File: config.mk
export PLATFORM = sky130hd
export DESIGN_NAME = eq_gain_sequencer_flat
export DESIGN_NICKNAME = d
export VERILOG_FILES = /design/src/rtl/eq_pkg.sv /design/src/rtl/eq_gain_sequencer_if.sv /design/src/rtl/rr_picker.sv /design/src/rtl/eq_gain_sequencer.sv /design/src/flat_wrapper.sv
export SDC_FILE = /design/constraint.sdc
export NUM_CORES = 1
export LEC_CHECK = 0
export BUFFER_PORTS_ARGS = -buffer_cell sky130_fd_sc_hd__buf_4
export CAP_MARGIN = 20
export CORE_MARGIN = 2
export CORE_UTILIZATION = 25
export CTS_CLUSTER_DIAMETER = 150
export DETAILED_ROUTE_END_ITERATION = 10
export MAX_ROUTING_LAYER = met4
export PLACE_DENSITY_LB_ADDON = 0.08
export SETUP_SLACK_MARGIN = 0.4
export SYNTH_ARGS = -nofsm -noshare
export SYNTH_HDL_FRONTEND = slang
export SYNTH_SLANG_ARGS = --single-unit
File: constraint.sdc
create_clock -name i_clk -period 6.7 [get_ports i_clk]
set_input_delay 1.34 -clock i_clk [delete_from_list [all_inputs] [get_ports i_clk]]
set_output_delay 1.34 -clock i_clk [all_outputs]
set_load 0.005 [all_outputs]
File: src/rtl/eq_pkg.sv
// rtl/eq_pkg.sv - shared types, state encoding and gain clamp for the EQ gain sequencer
package eq_pkg;

  localparam int DEFAULT_NUM_BANDS = 10;
  localparam int GAIN_W = 16;

  typedef logic signed [GAIN_W-1:0] gain_t;

  typedef enum logic [1:0] {
    S_IDLE,
    S_ISSUE,
    S_WAIT_HI,
    S_WAIT_LO
  } seq_state_t;

  function automatic gain_t gain_clamp(input int value, input int limit);
    if (value > limit) return gain_t'(limit);
    if (value < -limit) return gain_t'(-limit);
    return gain_t'(value);
  endfunction

endpackage

File: src/rtl/eq_gain_sequencer_if.sv
// rtl/eq_gain_sequencer_if.sv - front-panel edit, biquad set/busy and readback signals
interface eq_gain_sequencer_if #(
  parameter int NB = eq_pkg::DEFAULT_NUM_BANDS
);
  import eq_pkg::*;

  localparam int BW = $clog2(NB);

  logic [BW-1:0] i_band;
  logic          i_up;
  logic          i_down;
  logic          i_flat;
  logic [NB-1:0] i_busy;
  logic [NB-1:0] o_set;
  gain_t         o_gain;
  logic [BW-1:0] i_rd_band;
  gain_t         o_rd_gain;
  logic          o_idle;

  modport master (
    output i_band, i_up, i_down, i_flat, i_busy, i_rd_band,
    input  o_set, o_gain, o_rd_gain, o_idle
  );

  modport slave (
    input  i_band, i_up, i_down, i_flat, i_busy, i_rd_band,
    output o_set, o_gain, o_rd_gain, o_idle
  );

endinterface

File: src/rtl/rr_picker.sv
// rtl/rr_picker.sv - combinational round-robin picker: first request after i_last, wrapping
module rr_picker #(
  parameter int N  = 10,
  parameter int IW = $clog2(N)
) (
  input  logic [N-1:0]  i_req,
  input  logic [IW-1:0] i_last,
  output logic [N-1:0]  o_grant,
  output logic          o_valid
);

  localparam logic [IW:0] N_W = (IW+1)'(N);

  logic [IW:0] idx;

  always_comb begin
    o_grant = '0;
    o_valid = 1'b0;
    idx     = '0;
    for (int k = 1; k <= N; k++) begin
      idx = {1'b0, i_last} + (IW+1)'(k);
      if (idx >= N_W) idx = idx - N_W;
      if (!o_valid && i_req[idx[IW-1:0]]) begin
        o_grant[idx[IW-1:0]] = 1'b1;
        o_valid              = 1'b1;
      end
    end
  end

endmodule

File: src/rtl/eq_gain_sequencer.sv
// rtl/eq_gain_sequencer.sv - per-band gain registers pushed one band at a time to the biquad bank
module eq_gain_sequencer
  import eq_pkg::*;
#(
  parameter int NUM_BANDS   = DEFAULT_NUM_BANDS,
  parameter int GAIN_MAX    = 12,
  parameter int GAIN_STEP   = 1,
  parameter int SET_TIMEOUT = 64
) (
  input  logic                 i_clk,
  input  logic                 i_rst,
  eq_gain_sequencer_if.slave   bus
);

  localparam int BW = $clog2(NUM_BANDS);
  localparam int TW = $clog2(SET_TIMEOUT + 1);
  localparam logic [BW-1:0] LAST_BAND = BW'(NUM_BANDS - 1);
  localparam logic [TW-1:0] T_LAST    = TW'(SET_TIMEOUT - 1);
  localparam logic [TW-1:0] T_ONE     = TW'(1);

  seq_state_t           state_q, state_d;
  gain_t                gain_q [NUM_BANDS];
  gain_t                gain_d [NUM_BANDS];
  logic [NUM_BANDS-1:0] dirty_q, dirty_d;
  logic [BW-1:0]        band_q, band_d;
  gain_t                out_gain_q, out_gain_d;
  logic [TW-1:0]        timer_q, timer_d;
  gain_t                rd_gain_q, rd_gain_d;
  logic                 idle_q, idle_d;

  logic [NUM_BANDS-1:0] pick_grant;
  logic                 pick_valid;
  logic [BW-1:0]        pick_idx;
  logic                 edit_ok;
  gain_t                edit_gain;
  logic [TW-1:0]        timer_inc;
  logic [NUM_BANDS-1:0] set_vec;

  rr_picker #(.N(NUM_BANDS), .IW(BW)) u_picker (
    .i_req   (dirty_q),
    .i_last  (band_q),
    .o_grant (pick_grant),
    .o_valid (pick_valid)
  );

  always_comb begin
    pick_idx = '0;
    for (int i = 0; i < NUM_BANDS; i++) begin
      if (pick_grant[i]) pick_idx = BW'(i);
    end
  end

  // Edits run every cycle regardless of the FSM; an edit landing on the band
  // being picked re-arms its dirty bit, so the newer value is sent afterwards.
  always_comb begin
    edit_ok   = (bus.i_band <= LAST_BAND) && (bus.i_up ^ bus.i_down);
    edit_gain = gain_clamp(int'(gain_q[bus.i_band]) + (bus.i_up ? GAIN_STEP : -GAIN_STEP),
                           GAIN_MAX);
    gain_d    = gain_q;
    dirty_d   = dirty_q;
    if (state_q == S_IDLE && pick_valid) dirty_d = dirty_q & ~pick_grant;
    if (bus.i_flat) begin
      for (int i = 0; i < NUM_BANDS; i++) begin
        if (gain_q[i] != '0) begin
          gain_d[i]  = '0;
          dirty_d[i] = 1'b1;
        end
      end
    end else if (edit_ok && edit_gain != gain_q[bus.i_band]) begin
      gain_d[bus.i_band]  = edit_gain;
      dirty_d[bus.i_band] = 1'b1;
    end
  end

  always_comb begin
    state_d    = state_q;
    band_d     = band_q;
    out_gain_d = out_gain_q;
    timer_d    = timer_q;
    timer_inc  = (timer_q == '1) ? timer_q : timer_q + T_ONE;
    case (state_q)
      S_IDLE: begin
        if (pick_valid) begin
          band_d     = pick_idx;
          out_gain_d = gain_q[pick_idx];
          state_d    = S_ISSUE;
        end
      end
      S_ISSUE: begin
        timer_d = '0;
        state_d = S_WAIT_HI;
      end
      S_WAIT_HI: begin
        if (bus.i_busy[band_q]) begin
          timer_d = '0;
          state_d = S_WAIT_LO;
        end else if (timer_q >= T_LAST) begin
          state_d = S_IDLE;
        end else begin
          timer_d = timer_inc;
        end
      end
      S_WAIT_LO: begin
        if (!bus.i_busy[band_q] || timer_q >= T_LAST) state_d = S_IDLE;
        else timer_d = timer_inc;
      end
      default: state_d = S_IDLE;
    endcase
  end

  always_comb begin
    set_vec = '0;
    if (state_q == S_ISSUE) set_vec[band_q] = 1'b1;
    rd_gain_d = (bus.i_rd_band <= LAST_BAND) ? gain_q[bus.i_rd_band] : '0;
    idle_d    = (state_q == S_IDLE) && (dirty_q == '0);
  end

  // Dirty starts all-ones so every biquad is loaded once after reset.
  always_ff @(posedge i_clk or posedge i_rst) begin
    if (i_rst) begin
      state_q <= S_IDLE;
      for (int i = 0; i < NUM_BANDS; i++) gain_q[i] <= '0;
      dirty_q    <= '1;
      band_q     <= LAST_BAND;
      out_gain_q <= '0;
      timer_q    <= '0;
      rd_gain_q  <= '0;
      idle_q     <= 1'b0;
    end else begin
      state_q    <= state_d;
      gain_q     <= gain_d;
      dirty_q    <= dirty_d;
      band_q     <= band_d;
      out_gain_q <= out_gain_d;
      timer_q    <= timer_d;
      rd_gain_q  <= rd_gain_d;
      idle_q     <= idle_d;
    end
  end

  assign bus.o_set     = set_vec;
  assign bus.o_gain    = out_gain_q;
  assign bus.o_rd_gain = rd_gain_q;
  assign bus.o_idle    = idle_q;

endmodule

File: src/flat_wrapper.sv
// flat-port wrapper written by rule: the top's interface ports become plain ports
module eq_gain_sequencer_flat import eq_pkg::*;
#(
  parameter int NUM_BANDS   = DEFAULT_NUM_BANDS,
  parameter int GAIN_MAX    = 12,
  parameter int GAIN_STEP   = 1,
  parameter int SET_TIMEOUT = 64
)
  (i_clk, i_rst, bus_i_band, bus_i_up, bus_i_down, bus_i_flat, bus_i_busy, bus_i_rd_band, bus_o_set, bus_o_gain, bus_o_rd_gain, bus_o_idle);
  eq_gain_sequencer_if #(.NB((10))) bus_i ();
  input  logic i_clk;
  input  logic i_rst;
  input wire logic [$bits(bus_i.i_band)-1:0] bus_i_band;
  input wire logic [$bits(bus_i.i_up)-1:0] bus_i_up;
  input wire logic [$bits(bus_i.i_down)-1:0] bus_i_down;
  input wire logic [$bits(bus_i.i_flat)-1:0] bus_i_flat;
  input wire logic [$bits(bus_i.i_busy)-1:0] bus_i_busy;
  input wire logic [$bits(bus_i.i_rd_band)-1:0] bus_i_rd_band;
  output wire logic [$bits(bus_i.o_set)-1:0] bus_o_set;
  output wire logic [$bits(bus_i.o_gain)-1:0] bus_o_gain;
  output wire logic [$bits(bus_i.o_rd_gain)-1:0] bus_o_rd_gain;
  output wire logic [$bits(bus_i.o_idle)-1:0] bus_o_idle;
  assign bus_i.i_band = bus_i_band;
  assign bus_i.i_up = bus_i_up;
  assign bus_i.i_down = bus_i_down;
  assign bus_i.i_flat = bus_i_flat;
  assign bus_i.i_busy = bus_i_busy;
  assign bus_i.i_rd_band = bus_i_rd_band;
  assign bus_o_set = bus_i.o_set;
  assign bus_o_gain = bus_i.o_gain;
  assign bus_o_rd_gain = bus_i.o_rd_gain;
  assign bus_o_idle = bus_i.o_idle;
  eq_gain_sequencer #(.NUM_BANDS(NUM_BANDS), .GAIN_MAX(GAIN_MAX), .GAIN_STEP(GAIN_STEP), .SET_TIMEOUT(SET_TIMEOUT)) u_core (.i_clk(i_clk), .i_rst(i_rst), .bus(bus_i));
endmodule
======== After elaboration in Yosys (flattened, before gate mapping) ========
Cells that the tools add are included.
storage, ports and cells
  flip-flop bits (word level) ............. 216
  bits of input ports ..................... 23
  output and inout bits ................... 43
  word-level logic and storage cells ...... 324
cells by class
  add/subtract/negate cells ............... 22
  order comparisons ....................... 43
  equality and inequality tests ........... 20
  multiplexer cells ....................... 142
  bitwise gates (word level) .............. 16
  reductions and logical operators ........ 64
operators with widths
  operator                                                            count
  two-way mux 16 bit                                                  22
  two-way mux 160 bit                                                 2
  binary-select mux 16 bit (select 4 bit)                             3
  bitwise mux 160 bit                                                 1
  nonzero test 16 bit                                                 10
  two-way mux 10 bit                                                  14
  OR 10 bit                                                           10
  two-way mux 4 bit                                                   18
  demux 16 bit (select 4 bit)                                         1
  less-than comparator 4 x 5 -> 1 bit (second input constant)         12
  greater-or-equal comparator 5 x 4 -> 1 bit (second input constant)  10
  demux 1 bit (select 4 bit)                                          12
  greater-or-equal comparator 4 x 1 -> 1 bit (second input constant)  12
  two-way mux 1 bit                                                   47
  binary-select mux 1 bit (select 4 bit)                              11
  subtractor 4 bit (second input constant)                            10
  adder 16 x 32 -> 32 bit                                             1
  > comparator 32 x 5 -> 1 bit (second input constant)                1
  less-than comparator 32 x 5 -> 1 bit (second input constant)        1
  two-way mux 32 bit                                                  1
  two-way mux 7 bit                                                   4
  logical AND 1 bit                                                   26
  inequality test 2 x 1 -> 1 bit (second input constant)              12
  AND reduction 2 bit                                                 11
  other kinds (30)                                                    55

======== Longest topological paths before layout ========
  word-level depth ........................ 46
  mapped depth ............................ 32
  depth with buffers taken out ............ 27

======== Hierarchy ========
A second synthesis with hierarchy kept.
second synthesis, totals
  cell total of the unflattened synthesis .. 1754
  area, all modules ....................... 17053.9 um^2
modules (own cells, without submodules)
  module             instances  cells an instance  area each (um^2)  seq. area each (um^2)
  eq_gain_sequencer  1          1272               13736.9           5420.2
  rr_picker          1          482                3316.9            0.0

======== Least setup slack after synthesis ========
Ideal clock, no wire load.
  path kind ............................... input-to-reg
  start ................................... in bus_i_band[0]
  end ..................................... reg u_core.gain_q[10] (netlist bit)
  setup time .............................. 118 ps
  arrival ................................. 7341 ps
  required time ........................... 6582 ps
  setup slack ............................. -759 ps
  stages .................................. 30
  path buffers ............................ 6
  cell sequence ........................... buf_2 -> buf_2 -> buf_1 -> mux4_2 -> mux2i_1 -> o22ai_1 -> ha_1 -> nand2b_1 -> nor2b_1 -> o21ai_1 -> a21bo_2 -> a31oi_1 -> o21ai_0 -> a21o_1 -> a21oi_1 -> fa_1 -> nor3_1 -> o2111a_1 -> nand4_1 -> a21oi_1 -> nand4b_1 -> nor4b_2 -> nand2_1 -> a41o_1 -> buf_2 -> or3_1 -> buf_2 -> a21o_1 -> buf_6 -> a21o_1
between the ends
  cells in the longest elaborated chain, start to end .. 14
  elaborated cells between the ends (all ways) .. 27
  those cells by class .................... add/sub (1); order compare (5); eq/ne (1); mux (14); bitwise (1); reduce/logical (5)
RTL lines
  item                                                   RTL line                                                                   text
  start, declared                                        flat_wrapper.sv:13                                                         input wire logic [$bits(bus_i.i_band)-1:0] bus_i_band;
  NOT 4 -> 5 bit (not written as such)                   eq_gain_sequencer.sv:57, eq_gain_sequencer.sv:69, eq_gain_sequencer.sv:70
  binary-select mux 16 bit (select 4 bit)                eq_gain_sequencer.sv:57, eq_gain_sequencer.sv:69
  two-way mux 16 bit (not written as such) (2 in a row)  eq_gain_sequencer.sv:57, eq_gain_sequencer.sv:69
  adder 16 x 32 -> 32 bit                                eq_gain_sequencer.sv:57                                                    edit_gain = gain_clamp(int'(gain_q[bus.i_band]) + (bus.i_up ? GAIN_STEP : -GAIN_STEP),
  less-than comparator 32 x 5 -> 1 bit                   eq_pkg.sv:18                                                               if (value < -limit) return gain_t'(-limit);
  two-way mux 1 bit (2 in a row)                         eq_pkg.sv:18
  two-way mux 16 bit                                     eq_pkg.sv:19                                                               return gain_t'(value);
  two-way mux 16 bit                                     eq_pkg.sv:18
  inequality test 16 bit                                 eq_gain_sequencer.sv:69                                                    end else if (edit_ok && edit_gain != gain_q[bus.i_band]) begin
  logical AND 1 bit                                      eq_gain_sequencer.sv:69
  nonzero test 2 bit (no line)                           --
  AND reduction 2 bit (no line)                          --
  end signal, assigned                                   eq_gain_sequencer.sv:131                                                   gain_q <= gain_d;
  end, declared                                          eq_gain_sequencer.sv:22                                                    gain_t gain_q [NUM_BANDS];
Parallel ways exist; a longest one is shown, timed or not. The select of a mux whose other input is x is not followed.
A chain may end at the register's enable or synchronous reset.

======== Final worst setup path ========
  start ................................... in bus_i_band[0]
  end ..................................... reg u_core.gain_q[111] (netlist bit)
Same word-level chain as after synthesis.

==> summary.md <==
| Metric | Value |
|---|---|
| Worst path required time | `between 7 and 8 ns` |
| WS Path Type | `input port to register` |
| Drt wl/cell | `28.0 um` |
| Vias per Instance | `roughly 5.8` |
| Post-route cell area | `24,100 um2` |
| # diodes | `0` |
| Post-Syn Area | `18,400 um2` |
| DR iter-0 viols | `roughly 1,800` |
| Final Worst Setup Slack | `0.0545 ns` |
| Layout cell share with drive strength beyond 1 | `31.5%` |
| Startpoint types | `input port` |
| Global-route wire length before repair | `131,000 um` |
| Vias in the first global route | `about 18,000` |
| Aggregate global routing overflow | `0` |
| Clock buffer count from CTS | `29` |
| Fmax | `roughly 150 MHz` |
| Initial Utilization | `roughly 25%` |
| Worst Hold Class | `register to register` |
| Initial antenna violation count | `1` |
| Clk_skew | `0.0320 ns` |
| GR Util All Layers | `23.8%` |
| Dpl cell area | `21,500 um2` |
| Clock sink count | `216` |
| Worst-Margin Slew | `between 1 and 1.5 ns` |
| Core Area | `73,000 um2` |
| Unrepaired setup endpoints after global routing | `yes` |
| Routed Antenna Nets | `0` |
| Normalized max-slew margin | `between 30% and 40%` |
| Worst-path clk slew | `around 0.060 ns` |
| Ranking of synthesized cells by area | `dfrtp_1 (28%), mux4_2 (8.2%), a21o_1 (4.7%)` |
| Ys flop type | `dfrtp_1` |
| Area grow syn2layout | `30.7%` |
| Min cycle time layout | `6.65 ns` |
| Crit path largest cell delay | `0.56 ns` |
| CTS Root Cell | `clkbuf_16` |
| Final std cells w/o fill | `3,213` |
| Max cap viols | `0` |
| CP arrival | `7.11 ns` |
| Max stage delay cell, worst path | `mux4_2` |
| Worst-path maximum fanout | `6` |
| Yosys Warn Count | `0` |
| Worst Setup End Kind | `register` |
| Post-synth EDFFs | `0` |
| Fin. Hold Viols | `0` |
| Yosys top cell area share | `27.7%` |
| Longest Clk Path Bufs | `3` |
| Drt pass-1 iters | `5` |
| Routed wire length | `89,900 um` |
| IO Pins | `66` |
| Post-Place Setup Slack | `-1.11 ns` |
| Worst-Skew Late Latency | `0.59 ns` |
| # DRC | `0` |
| Die Y | `approximately 280 um` |
| Placed Instances | `approximately 3,100` |
| Slew Limit Fails | `0` |
| Post-synthesis register bit count | `216` |
| # H-tree levels | `1` |
| Sequential-to-total area share from yosys stat | `29.4%` |
| Mapped Nets | `~2,100` |
| Final core occ | `33.0%` |
| Port-buffer cells | `between 60 and 70` |
| Cells after Synth | `2,018` |
| Die Width | `275 um` |
| Via count | `18,795` |
| TritonCTS clock tree | `yes` |
| Status | `complete, no violations` |
| GPL Wtd Cong | `between 0.9 and 1` |
| Die ar. | `75,900 um2` |
| Async set-reset flop share out of synthesis | `100%` |
| Fin nets | `approximately 2,300` |
| Synth area leader | `dfrtp_1` |
| Dpl hpwl | `between 60,000 and 70,000 um` |
| Final period utilization | `between 90 and 100%` |
| Largest net degree at the start of global routing | `114` |
| Post-synth cell types | `124` |
| # rows | `99` |
| Count of endpoints failing setup in the final report | `0` |
| Post-Syn Area per Cell | `9.13 um2` |
[placed cells by master (no fill, tap or decap), types with 15 or more instances in the layout]
master	count
buf_4	264
dfrtp_1	204
nand2_1	139
a21o_1	115
inv_1	114
a21oi_1	95
nand4_1	93
nor2_1	78
o21ai_0	69
mux4_2	67
mux2i_1	60
nor4_1	55
buf_6	39
nand3_1	36
ha_1	36
o2111ai_1	35
o221ai_1	35
clkbuf_16	34
nor3_1	31
mux2_2	25
buf_12	24
a21oi_2	21
a221oi_1	21
a211oi_1	20
nor2b_1	18
nand2b_1	17
xnor2_1	17
or3_1	16
o41ai_2	16
and3_1	16
o211ai_1	15
[synth_stat cells (19+ instances only)]
cell type and number:
o22ai_1 22, a211oi_1 20, a221oi_1 21, o221ai_1 35, mux2i_1 69, inv_1 117, nand4_1 93, a21o_1 116
ha_1 41, nor4_1 55, mux2_2 25, or3_1 21, nand3_1 42, o2111ai_1 35, dfrtp_1 204, nor3_1 39
nor2_1 82, clkbuf_1 91, nor2b_1 20, nand2b_1 19, buf_2 40, mux4_2 67, nand2_1 152, o21ai_0 88
a21oi_1 116
[worst paths after layout]
path	cells after the start	slack, ns	end	startpoint
max in group asynchronous	3	4.73	u_core.gain_q[136]$_DFFE_PP0P_	i_rst
min in group asynchronous	2	0.88	u_core.bus.o_rd_gain[12]$_DFF_PP0_	i_rst
hold reg to reg	2	0.50	u_core.bus.o_gain[1]$_DFFE_PP0P_	u_core.bus.o_gain[1]$_DFFE_PP0P_
setup / recovery	34	0.05	u_core.gain_q[111]$_DFFE_PP0P_	bus_i_band[0]
setup reg to reg	30	0.55	u_core.gain_q[111]$_DFFE_PP0P_	u_core.gain_q[38]$_DFFE_PP0P_
hold / removal	2	0.50	u_core.bus.o_gain[1]$_DFFE_PP0P_	u_core.bus.o_gain[1]$_DFFE_PP0P_
[area by class of cell]
cell class	count	area, um2
fill	7576	48900
multi-input combinational	1525	12800
sequential	216	5420
timing repair buffer	340	3190
tap	959	1200
clock buffer	42	815
inverter	120	459
clock inverter	11	180
[stage by stage]
step / hold slack, ns / TNS, ns
2_1_floorplan: 0.474 / -15.54
3_3_place_gp: 0.479 / -170.02
3_5_place_dp: 0.480 / -168.32
4_1_cts: 0.503 / 0
5_1_grt: 0.513 / -12.01
6_report: 0.497 / 0
[cell families after synthesis]
logic type	share of synthesized area [%]
adder cells (fa/ha/maj)	3.11
buffers and inverters	6.45
AND/OR/NAND/NOR	18.6
AO/OA/AOI/OAI	26.8
flip-flops	29.4
multiplexers	13.5
XOR/XNOR	2.06
[worst max-delay path: cells and delay by family]
family                   cells  cell delay [ns]
AO/OA/AOI/OAI               12             1.86
AND/OR/NAND/NOR              9             1.38
buffers and inverters        9             1.10
multiplexers                 2             0.79
adder cells (fa/ha/maj)      2             0.63
[registers in the layout, summed over array words and instances (netlist names)]
name,flops
u_core.dirty_q,10
u_core.bus.o_rd_gain,16
u_core.bus.o_idle,1
u_core.bus.o_gain,16
u_core.state_q,2
u_core.band_q,4
u_core.gain_q,160
u_core.timer_q,7
[per-layer routing]
| metal | GRT usage [%] | up-vias | part of all wire, % |
|---|---|---|---|
| met4 | 6.24 | 0 | 3.0 |
| met2 | 36.3 | 850 | 45 |
| met3 | 2.27 | 148 | 6.3 |
| li1 | - | 8276 | - |
| met1 | 33.6 | 9521 | 46 |
| met5 | - | - | 0 |
[what timing repair did]
item / in CTS / in global routing
pin swaps: 49 / 66
buffers inserted: 14 / 18
hold buffers: 0 / 0
cloned: 7 / 7
endpoints found under the setup margin: 178 / 186
gates resized for setup: 128 / 102
Power is not shown: default switching activity piles up to over one toggle a cycle in this logic, so the estimate is an artifact.
